[src/rtl/mdu_divider.sv]
// mdu_divider: multi-cycle restoring divider for DIV / DIVU.
// Produces one quotient bit per clock on magnitudes, then applies the
// sign fix-up and divide-by-zero results in a single FIX cycle. Latency
// is fixed regardless of operand values.
module mdu_divider #(
    parameter int WIDTH = 32
) (
    input  logic             clk,
    input  logic             rst_n,
    input  logic             start,
    input  logic             is_signed,
    input  logic [WIDTH-1:0] dividend,
    input  logic [WIDTH-1:0] divisor,
    output logic             busy,
    output logic             done,
    output logic [WIDTH-1:0] quotient,
    output logic [WIDTH-1:0] remainder,
    output logic             div_by_zero
);

    localparam int CW = (WIDTH > 1) ? $clog2(WIDTH) : 1;
    localparam logic [CW-1:0] LAST_ITER = CW'(WIDTH - 1);

    typedef enum logic [1:0] {
        IDLE = 2'd0,
        RUN  = 2'd1,
        FIX  = 2'd2,
        DONE = 2'd3
    } state_t;

    state_t state;
    state_t next_state;

    logic             sign_mode;
    logic             dividend_neg;
    logic             divisor_neg;
    logic             zero_divisor;
    logic [WIDTH-1:0] raw_dividend;
    logic [WIDTH-1:0] divisor_mag;
    logic [WIDTH-1:0] dividend_reg;
    logic [WIDTH-1:0] part_rem;
    logic [CW-1:0]    count;

    logic             accept;
    logic [WIDTH-1:0] dividend_abs;
    logic [WIDTH-1:0] divisor_abs;
    logic [WIDTH:0]   shifted_rem;
    logic [WIDTH:0]   trial;
    logic             trial_ok;
    logic [WIDTH-1:0] quot_signed;
    logic [WIDTH-1:0] rem_signed;

    // Operand magnitudes, trial subtract and sign fix-up values
    always_comb begin
        accept       = (state == IDLE) && start;
        dividend_abs = (is_signed && dividend[WIDTH-1]) ? -dividend : dividend;
        divisor_abs  = (is_signed && divisor[WIDTH-1])  ? -divisor  : divisor;
        shifted_rem  = {part_rem, dividend_reg[WIDTH-1]};
        trial        = shifted_rem - {1'b0, divisor_mag};
        trial_ok     = ~trial[WIDTH];
        quot_signed  = (sign_mode && (dividend_neg ^ divisor_neg)) ? -dividend_reg : dividend_reg;
        rem_signed   = (sign_mode && dividend_neg) ? -part_rem : part_rem;
    end

    // State register
    always_ff @(posedge clk or negedge rst_n) begin
        if (!rst_n) begin
            state <= IDLE;
        end else begin
            state <= next_state;
        end
    end

    // Next-state logic and handshake outputs
    always_comb begin
        next_state = state;
        busy       = 1'b0;
        done       = 1'b0;
        case (state)
            IDLE: begin
                if (start) begin
                    next_state = RUN;
                end
            end
            RUN: begin
                busy = 1'b1;
                if (count == LAST_ITER) begin
                    next_state = FIX;
                end
            end
            FIX: begin
                busy       = 1'b1;
                next_state = DONE;
            end
            DONE: begin
                done       = 1'b1;
                next_state = IDLE;
            end
            default: begin
                next_state = IDLE;
            end
        endcase
    end

    // Operand capture and shift-subtract iteration
    always_ff @(posedge clk or negedge rst_n) begin
        if (!rst_n) begin
            sign_mode    <= 1'b0;
            dividend_neg <= 1'b0;
            divisor_neg  <= 1'b0;
            zero_divisor <= 1'b0;
            raw_dividend <= '0;
            divisor_mag  <= '0;
            dividend_reg <= '0;
            part_rem     <= '0;
            count        <= '0;
        end else if (accept) begin
            sign_mode    <= is_signed;
            dividend_neg <= is_signed && dividend[WIDTH-1];
            divisor_neg  <= is_signed && divisor[WIDTH-1];
            zero_divisor <= (divisor == '0);
            raw_dividend <= dividend;
            divisor_mag  <= divisor_abs;
            dividend_reg <= dividend_abs;
            part_rem     <= '0;
            count        <= '0;
        end else if (state == RUN) begin
            dividend_reg <= {dividend_reg[WIDTH-2:0], trial_ok};
            part_rem     <= trial_ok ? trial[WIDTH-1:0] : shifted_rem[WIDTH-1:0];
            count        <= count + CW'(1);
        end
    end

    // Result registers, loaded once per operation in FIX
    always_ff @(posedge clk or negedge rst_n) begin
        if (!rst_n) begin
            quotient    <= '0;
            remainder   <= '0;
            div_by_zero <= 1'b0;
        end else if (state == FIX) begin
            if (zero_divisor) begin
                quotient    <= '1;
                remainder   <= raw_dividend;
                div_by_zero <= 1'b1;
            end else begin
                quotient    <= quot_signed;
                remainder   <= rem_signed;
                div_by_zero <= 1'b0;
            end
        end
    end

endmodule

[config.mk]
export PLATFORM = sky130hd
export DESIGN_NAME = mdu_divider
export DESIGN_NICKNAME = d
export VERILOG_FILES = /design/src/rtl/mdu_divider.sv
export SDC_FILE = /design/constraint.sdc
export NUM_CORES = 1
export LEC_CHECK = 0
export CORE_ASPECT_RATIO = 1.1
export CORE_UTILIZATION = 45
export CTS_BUF_LIST = sky130_fd_sc_hd__clkbuf_8
export DETAILED_ROUTE_END_ITERATION = 12
export GPL_TIMING_DRIVEN = 0
export PLACE_DENSITY = 0.66
export RECOVER_POWER = 25
export SLEW_MARGIN = 20
export SYNTH_ARGS = -nofsm -noshare
export SYNTH_HDL_FRONTEND = slang
export SYNTH_SLANG_ARGS = --single-unit
[constraint.sdc]
create_clock -name clk -period 3.68 [get_ports clk]
set_input_delay 0.368 -clock clk [delete_from_list [all_inputs] [get_ports clk]]
set_output_delay 0.368 -clock clk [all_outputs]
set_load 0.01 [all_outputs]
# ---- After elaboration in Yosys (flattened, before gate mapping)
# Cells that the tools add are included.
dict set report classes {
  addsub 6
  n_div 0
  multipliers 0
  order_cmp 0
  n_eq_ne 6
  shift 0
  n_reduce_logical 10
  muxes 19
  bitwise 2
}
# operator n
set op_table {}
lappend op_table {{32-bit 2-to-1 mux} 11}
lappend op_table {{32-bit negation} 4}
lappend op_table {{33-bit by 32-bit subtractor with 33-bit output} 1}
lappend op_table {{32-bit zero test} 1}
lappend op_table {{5-bit 2-to-1 mux} 2}
lappend op_table {{2-bit one-hot mux with 4 select lines} 1}
lappend op_table {{5-bit by 1-bit adder with 5-bit output (second input constant)} 1}
lappend op_table {{5-bit equality test (second input constant)} 1}
lappend op_table {{1-bit logical AND} 5}
lappend op_table {{2-bit equality test (second input constant)} 2}
lappend op_table {{2-bit 2-to-1 mux} 2}
lappend op_table {{2-bit != test (second input constant)} 2}
lappend op_table {{1-bit 2-to-1 mux} 3}
lappend op_table {{2-bit by 1-bit equality test with 1-bit output (second input constant)} 1}
lappend op_table {{2-bit zero test} 1}
lappend op_table {{2-bit AND reduction} 1}
lappend op_table {{2-bit nonzero test} 1}
lappend op_table {{2-bit OR reduction} 1}
lappend op_table {{1-bit inverter} 1}
lappend op_table {{1-bit bitwise XOR} 1}
dict set report word_totals {
  rom_bits 0
  out_inout_bits 67
  wordCells 56
  mem_count 0
  register_bits 204
  latchBits 0
  ramBits 0
}

# ---- Logic depth before layout (Yosys ltp)
# Gate-level depths: netlist of the first run.
dict set report logic_depth {
  ltp_word 4
  depth_mapped 13
  ltp_nobuf 12
}

# ---- Worst setup path before layout of the first run
# No wires, ideal clock.
dict set report synth_timing {
  kind {register to register}
  startpoint {reg dividend_reg[31]}
  endpoint {reg part_rem[3]}
  t_arrival_ps 2856
  stages_incl_launch_ff 14
  slack_ps 742
  path_buffers 1
  required_ps 3598
  period_less_slack_ps 2938
  path_cell_list {dfrtp_1 > inv_1 > ha_1 > fa_1 > and2b_1 > o2111ai_1 > a2111oi_2 > nor2_1 > a21oi_4 > a21oi_4 > xor2_2 > buf_4 > nand2_1 > a31oi_1}
}
dict set report synth_via {
  elab_chain_cells 4
}
# item line_no
set synth_rtl {}
lappend synth_rtl {{from (decl)} 40} ;# logic [WIDTH-1:0] dividend_reg;
lappend synth_rtl {{from (signal assigned)} 124} ;# dividend_reg <= dividend_abs;
lappend synth_rtl {{from (signal assigned)} 128} ;# dividend_reg <= {dividend_reg[WIDTH-2:0], trial_ok};
lappend synth_rtl {{33-bit by 32-bit subtractor with 33-bit output} 59} ;# trial = shifted_rem - {1'b0, divisor_mag};
lappend synth_rtl {{32-bit 2-to-1 mux} 129} ;# part_rem <= trial_ok ? trial[WIDTH-1:0] : shifted_rem[WIDTH-1:0];
lappend synth_rtl {{32-bit 2-to-1 mux} 127} ;# end else if (state == RUN) begin
lappend synth_rtl {{32-bit 2-to-1 mux} 117} ;# end else if (accept) begin
lappend synth_rtl {{to (signal assigned)} 129}
lappend synth_rtl {{to (decl)} 41} ;# logic [WIDTH-1:0] part_rem;
# No other way between the ends. The select of a mux whose other input is x is not followed.
# A chain may end at the register's enable or synchronous reset.

# ---- Worst setup path after layout of the first run
dict set report layout_timing {
  startpoint {reg dividend_reg[31]}
  endpoint {reg part_rem[30]}
}
# Same word-level chain as after synthesis.

==> reports/metrics.csv, run 1 <==
metric,value,unit
status,"complete, but fails checks",
failing checks,"capacitance limit, slew limit",
Clock Latency Late Sink,0.56,ns
Clock transition at path regs,0.07,ns
crit path from,dividend_reg[31],
hpwl dp,28390,um
Max Cap Viol,1,
Ys Warns,0,
clock share of power,14.4,%
gr ovfl total,0,
critical path endpoint category,register,
"Slew Viols, Final",46,
Crit Path Category,register to register,
reg2reg setup slack,0.17,ns
#FFs+latches synth,204,
Worst Skew,0.03036,ns
setup TNS,0,ns
Main synth FF type,dfrtp_1,
crit path max-delay cell type,a2111oi_4,
mean post-synth cell area,8.437,um2
vias,11481,
total CTS buffers,37,
combinational fraction of design power,58.3,%
"Seq/Total Area, Yosys",39.42,%
"Hold Vio Cnt, Final",0,
Die Ht,179.9,um
RR Startpoint,dividend_reg[31],
nets@finish,1825,
Crit path largest cell delay,0.41,ns
share of power burned in registers,27.4,%
RSZ-0062 raised after global routing,yes,
Port Buffers,134,
Post-Syn Area,12950,um2
Mapped Nets,1647,
total track usage,25.88,%
final WL,37060,um
arrival time at the worst endpoint,3.90,ns
reg2reg path depth,12,
NetSw,7.478,mW
Slew headroom,-84.88,%
Fmax,284.6,MHz
Slew @ Worst Pin,2.773,ns
layout cells sized above 1,6.674,%
CTS tree,yes,
crit share post-route,95.47,%
Synth cell types,76,
Pint,8.870,mW
drt initial violations,846,
Root Driver,clkbuf_8,
Hold Crit Class,input port to register,
htree depth,2,
LEAKAGE,6.608,nW
pwr dens,1043,nW/um2
cells after synthesis,1535,
"Req. time, crit path",4.06,ns
Post-synth EDFFs,0,
Die ar.,29460,um2
chip width,163.8,um
asr flop ratio synth,100.0,%
CP Cell Sequence,"inv_1, ha_1, fa_1, and2b_1, o2111ai_1, a2111oi_4, o21ai_1, a211oi_2, o221ai_1, nor4bb_1, nor3_1, o22ai_1",
DRC Markers,0,
sw frac,45.74,%
diode count,0,
Core Rows,64,
IO Count,135,
"Area growth, synth to finish",21.05,%
CP Capture Point,part_rem[30],
vias in the first global route,11454,
WL per Instance,17.64,um
via/cell ratio,5.465,
post-route antenna net violation count,0,
largest net degree at the start of global routing,96,
Final Wtd Congestion,0.9345,
antenna violations before repair,0,
Worst setup SP type,register,
worst flop-to-flop path endpoint,part_rem[30],
worst vdd ir,410.6,uV
crit-path max FO,4,
Design Power,16.35,mW
Worst Path Buf+Inv,1,
Crit. path cell count,12,
Crit path max-delay family,compound AO/OA/AOI/OAI gates,
Final setup viols,0,
crit path time final,3.513,ns
CTS sink cnt,204,
Starting Density,46.21,%
Pre-antenna DRT Iters,5,
Core Region,28030,um2
Longest Clk Path Bufs,3,
first-pass GRT wire length,60380,um
## worst register-to-register path: cells and delay by family, from the launching register on
family / cells / cell delay, ns
compound gates: 6 / 1.47
fa+ha+maj: 2 / 0.65
buf+inv: 1 / 0.15
flops: 1 / 0.40
simple gates: 3 / 0.67
## synth_stat cells, types with 3 or more instances
cell	instances	area, um2
nand2_1	284	1066
dfrtp_1	204	5105
o21ai_0	162	810.8
a21oi_1	124	620.6
nor2_1	121	454.2
xor2_1	73	639.4
xnor2_1	72	630.6
clkbuf_1	59	221.5
inv_1	54	202.7
ha_1	43	538.0
mux2i_1	34	340.3
a31oi_1	30	187.7
mux2_2	27	304.0
nor3_1	22	110.1
o31ai_1	17	127.6
nand3_1	16	80.08
buf_1	13	48.80
nor4_1	12	75.07
or3_1	12	75.07
a21o_1	10	75.07
or4_1	10	75.07
and2_1	9	56.30
nor2b_1	9	56.30
and3_1	8	50.05
nand2b_1	8	50.05
a211oi_1	7	52.55
o41ai_1	7	61.31
nand3b_1	6	45.04
o21a_1	6	45.04
nor4_2	4	50.05
o22ai_1	4	25.02
a21boi_0	3	22.52
buf_2	3	15.01
buf_4	3	22.52
nand4_1	3	18.77
o2111ai_1	3	26.28
o31a_1	3	26.28
## layer usage
metal / vias to the layer above / routed length (um) / global-route usage (%)
li1: 5685 / - / -
met3: 88 / 1587 / 3.092
met5: - / 0 / 0
met4: 0 / 1425 / 10.11
met2: 299 / 18300 / 44.56
met1: 5409 / 15750 / 32.78
## power groups by stage
stage,logic [mW],clock network (mW),registers (mW)
after global routing,10.6,2.49,4.63
after CTS,9.36,2.39,4.45
after detailed placement,9.29,0,4.47
after floorplan,6.47,0,4.30
after global placement,9.12,0,4.44
final,9.53,2.35,4.48
## stage by stage
stage | cell area [um2] | hold slack [ns] | instances | utilization, % | setup slack, ns
CTS | 15630 | 0.3070 | 2099 | 55.77 | -0.002661
global placement | 14750 | 0.4585 | 2032 | 52.62 | -6.253
detailed placement | 14810 | 0.2991 | 2034 | 52.83 | -0.09482
floorplan | 12950 | 0.07241 | 1535 | - | 0.7418
finish | 15680 | 0.4577 | 2101 | 55.94 | 0.1667
global route | 15680 | 0.4817 | 2101 | 55.94 | -0.004395
## layout by cell type (no fill, tap or decap), drive strengths merged, types with 9 or more instances in the layout
master and count:
a31oi 30, nor2b 9, xnor2 73, nor2 121, a21o 10, a21oi 126
and2 10, or4 10, nand3 16, inv 63, clkdlybuf4s50 133, o41ai 9
or3 13, mux2 27, clkbuf 107, dfrtp 204, ha 43, nand2 284
xor2 74, nor3 22, o31ai 19, mux2i 34, o21ai 164, nor4 16
buf 23
## worst min path at each step
stage                                start  cells after the start          endpoint  slack [ns]
after detailed placement             rst_n                      1  dividend_reg[13]        0.30
after global routing          dividend[29]                      3  raw_dividend[29]        0.48
after floorplan                      rst_n                      0          count[0]        0.07
after global placement    raw_dividend[31]                      2  raw_dividend[31]        0.46
after CTS                            rst_n                      2  dividend_reg[13]        0.31
final                         dividend[15]                      3  raw_dividend[15]        0.46
## kinds of logic (layout without fill, tap and decap cells)
kind of cell / after synthesis / count (layout) / synth area share [%]
buffers and inverters: 132 / 335 / 3.942
XOR/XNOR: 147 / 147 / 10.06
flip-flops: 204 / 204 / 39.42
adder cells (fa/ha/maj): 44 / 44 / 4.309
AND/OR/NAND/NOR: 540 / 540 / 18.56
AO/OA/AOI/OAI: 407 / 407 / 18.74
multiplexers: 61 / 61 / 4.975
## area by class of cell
cell class	count	area, um2
Fill cell	2651	12350
Multi-Input combinational cell	1199	7378
Sequential cell	204	5105
Timing Repair Buffer	139	1415
Clock buffer	47	646.9
Tap cell	363	454.2
Buffer	78	314.1
Inverter	54	202.7
Clock inverter	17	161.4
## repair_timing
item                                    CTS  global route
endpoints found under the hold margin    45             0
gates resized for setup                   1             9
pin swaps                                 1             1
hold buffers                              1             0
setup buffers                             0             2
endpoints found under the setup margin    8            31
Note: power is estimated with default switching activity, not from simulation.
==> inputs of run 2 (changes only) <==
==> constraint.sdc (replaced) <==
create_clock -name clk -period 3.68 [get_ports clk]
set_input_delay 0.736 -clock clk [delete_from_list [all_inputs] [get_ports clk]]
set_output_delay 0.736 -clock clk [all_outputs]
set_load 0.01 [all_outputs]
==> run 2 against run 1 <==
Compared with the run above:
- the run still ends with capacitance limit, slew limit left
- utilization is essentially flat
- critical path depth is the same
- design area is essentially flat
- final cell count is essentially flat
- die area is the same
- maximum frequency shrank 0.46%
- clock skew grew 0.00080 ns
==> reports/metrics.csv, run 2 (synthesis gave the netlist of run 1 again) <==
metric,value,unit,change
Clock transition at path regs,0.07,ns,about the same
Slew headroom,-85.85,%,-0.97 points
crit path max-delay cell type,dfrtp_1,,
arrival time at the worst endpoint,3.91,ns,about the same
IO Count,135,,unchanged
Max Cap Viol,1,,unchanged
vias,11556,,+0.65%
worst vdd ir,410.9,uV,about the same
first-pass GRT wire length,60380,um,unchanged
chip width,163.8,um,unchanged
CP Cell Sequence,"inv_1, ha_1, fa_1, and2b_1, o2111ai_1, a2111oi_4, o21ai_1, a211oi_2, o221ai_1, nor4bb_1, nor3_1, o22ai_1",,
Root Driver,clkbuf_8,,
"Area growth, synth to finish",20.97,%,about the same
Fmax,283.3,MHz,-0.46%
htree depth,2,,unchanged
total CTS buffers,37,,unchanged
"most common cell after layout, fill and taps aside",nand2_1,,
status,"complete, but fails checks",,
failing checks,"capacitance limit, slew limit",,
Crit path largest cell delay,0.41,ns,about the same
LEAKAGE,6.604,nW,about the same
Core Region,28030,um2,unchanged
CTS sink cnt,204,,unchanged
Pre-antenna DRT Iters,5,,unchanged
Die ar.,29460,um2,unchanged
Hold Crit Class,register to register,,
clock share of power,14.3,%,about the same
Crit Path Category,register to register,,
Longest Clk Path Bufs,3,,unchanged
pwr dens,1045,nW/um2,+0.18%
reg2reg path depth,12,,unchanged
sw frac,45.81,%,+0.066 points
final WL,37190,um,+0.34%
critical path endpoint category,register,,
Slew @ Worst Pin,2.788,ns,+0.01451 ns
crit-path max FO,4,,unchanged
NetSw,7.497,mW,+0.26%
largest net degree at the start of global routing,96,,unchanged
CTS tree,yes,,
diode count,0,,unchanged
vias in the first global route,11454,,unchanged
Clock Latency Late Sink,0.56,ns,about the same
drt initial violations,827,,-2.2%
nets@finish,1824,,-0.055%
total track usage,25.88,%,unchanged
antenna violations before repair,0,,unchanged
"Req. time, crit path",4.06,ns,about the same
"Slew Viols, Final",46,,unchanged
Pint,8.869,mW,about the same
hpwl dp,28390,um,unchanged
via/cell ratio,5.503,,+0.70%
post-route antenna net violation count,0,,unchanged
WL per Instance,17.71,um,+0.39%
Starting Density,46.21,%,unchanged
Port Buffers,134,,unchanged
crit share post-route,95.91,%,+0.44 points
gr ovfl total,0,,unchanged
"Hold Vio Cnt, Final",0,,unchanged
combinational fraction of design power,58.3,%,about the same
crit path time final,3.529,ns,+0.01612 ns
Final Wtd Congestion,0.9345,,unchanged
Final setup viols,0,,unchanged
worst hold stages,2,,-1
Core Rows,64,,unchanged
Die Ht,179.9,um,unchanged
layout cells sized above 1,6.678,%,about the same
share of power burned in registers,27.4,%,about the same
Worst setup SP type,register,,
Worst Skew,0.03116,ns,+0.0008033 ns
Finished Core Util,55.90,%,about the same
DRC Markers,0,,unchanged
RSZ-0062 raised after global routing,yes,,
"commonest non-fill, non-tap cells in the layout","284 x nand2_1, 204 x dfrtp_1, 160 x o21ai_0",,
Design Power,16.37,mW,+0.11%
==> run 2: cell types whose count changed in the layout (fill, tap and decap cells not counted), sizes merged <==
cell         before  now
dlygate4sd3       1    0
==> run 2: worst max-delay path, delay by kind of cell (launching register included) <==
family,cells,cell delay (ns)
adders and majority gates,2,0.65
AOI/OAI and AO/OA,6,1.49
buffers and inverters,1,0.15
DFF,1,0.41
and+or+nand+nor,3,0.67
==> run 2: metrics by stage <==
| step | setup WS (ns) | instance area [um2] | hold WS [ns] | std cells | TNS [ns] |
|---|---|---|---|---|---|
| after CTS | -0.002661 | 15620 | 0.07917 | 2098 | -0.002661 |
| after floorplan | 0.7418 | 12950 | 0.4404 | 1535 | 0 |
| final | 0.1506 | 15670 | 0.4775 | 2100 | 0 |
| after global placement | -6.621 | 14750 | 0.4585 | 2032 | -1347.82 |
| after global routing | -0.004395 | 15670 | 0.4999 | 2100 | -0.006845 |
| after detailed placement | -0.1522 | 14810 | 0.4639 | 2034 | -0.5887 |
==> run 2: area by class of cell <==
class	count	area, um2
fill	2652	12360
buffer	78	314.1
inverter	54	202.7
timing repair buffer	138	1405
clock inverter	17	161.4
sequential	204	5105
tap	363	454.2
clock buffer	47	646.9
multi-input combinational	1199	7378
==> run 2: power by group through the flow <==
stage	clock network [mW]	logic (mW)	registers, mW
2_1_floorplan	0	6.47	4.30
3_3_place_gp	0	9.12	4.44
3_5_place_dp	0	9.29	4.47
4_1_cts	2.39	9.35	4.45
5_1_grt	2.49	10.6	4.63
6_report	2.35	9.54	4.48
==> run 2: repair_timing <==
| action | in CTS | in global routing |
|---|---|---|
| buffers inserted | 0 | 2 |
| resized for setup | 1 | 9 |
| hold buffers | 0 | 0 |
| pin swaps | 1 | 1 |
| endpoints found under the setup margin | 8 | 31 |
| endpoints found under the hold margin | 0 | 0 |
==> run 2: routing by layer <==
metal  part of all wire, %  global-route usage (%)  up-vias
met5                     0                       0        -
li1                      -                       -     5685
met1                    42                   32.78     5444
met2                    49                   44.56      342
met3                   4.8                   3.092       85
met4                   3.8                   10.11        0
==> run 2: final timing paths <==
kind | startpoint | end | slack (ns)
max in group asynchronous | rst_n | part_rem[19] | 1.00
min in group asynchronous | rst_n | dividend_reg[13] | 1.07
min | divisor_mag[24] | divisor_mag[24] | 0.48
max | dividend_reg[31] | part_rem[30] | 0.15
max reg2reg | dividend_reg[31] | part_rem[30] | 0.15
min reg2reg | divisor_mag[24] | divisor_mag[24] | 0.48
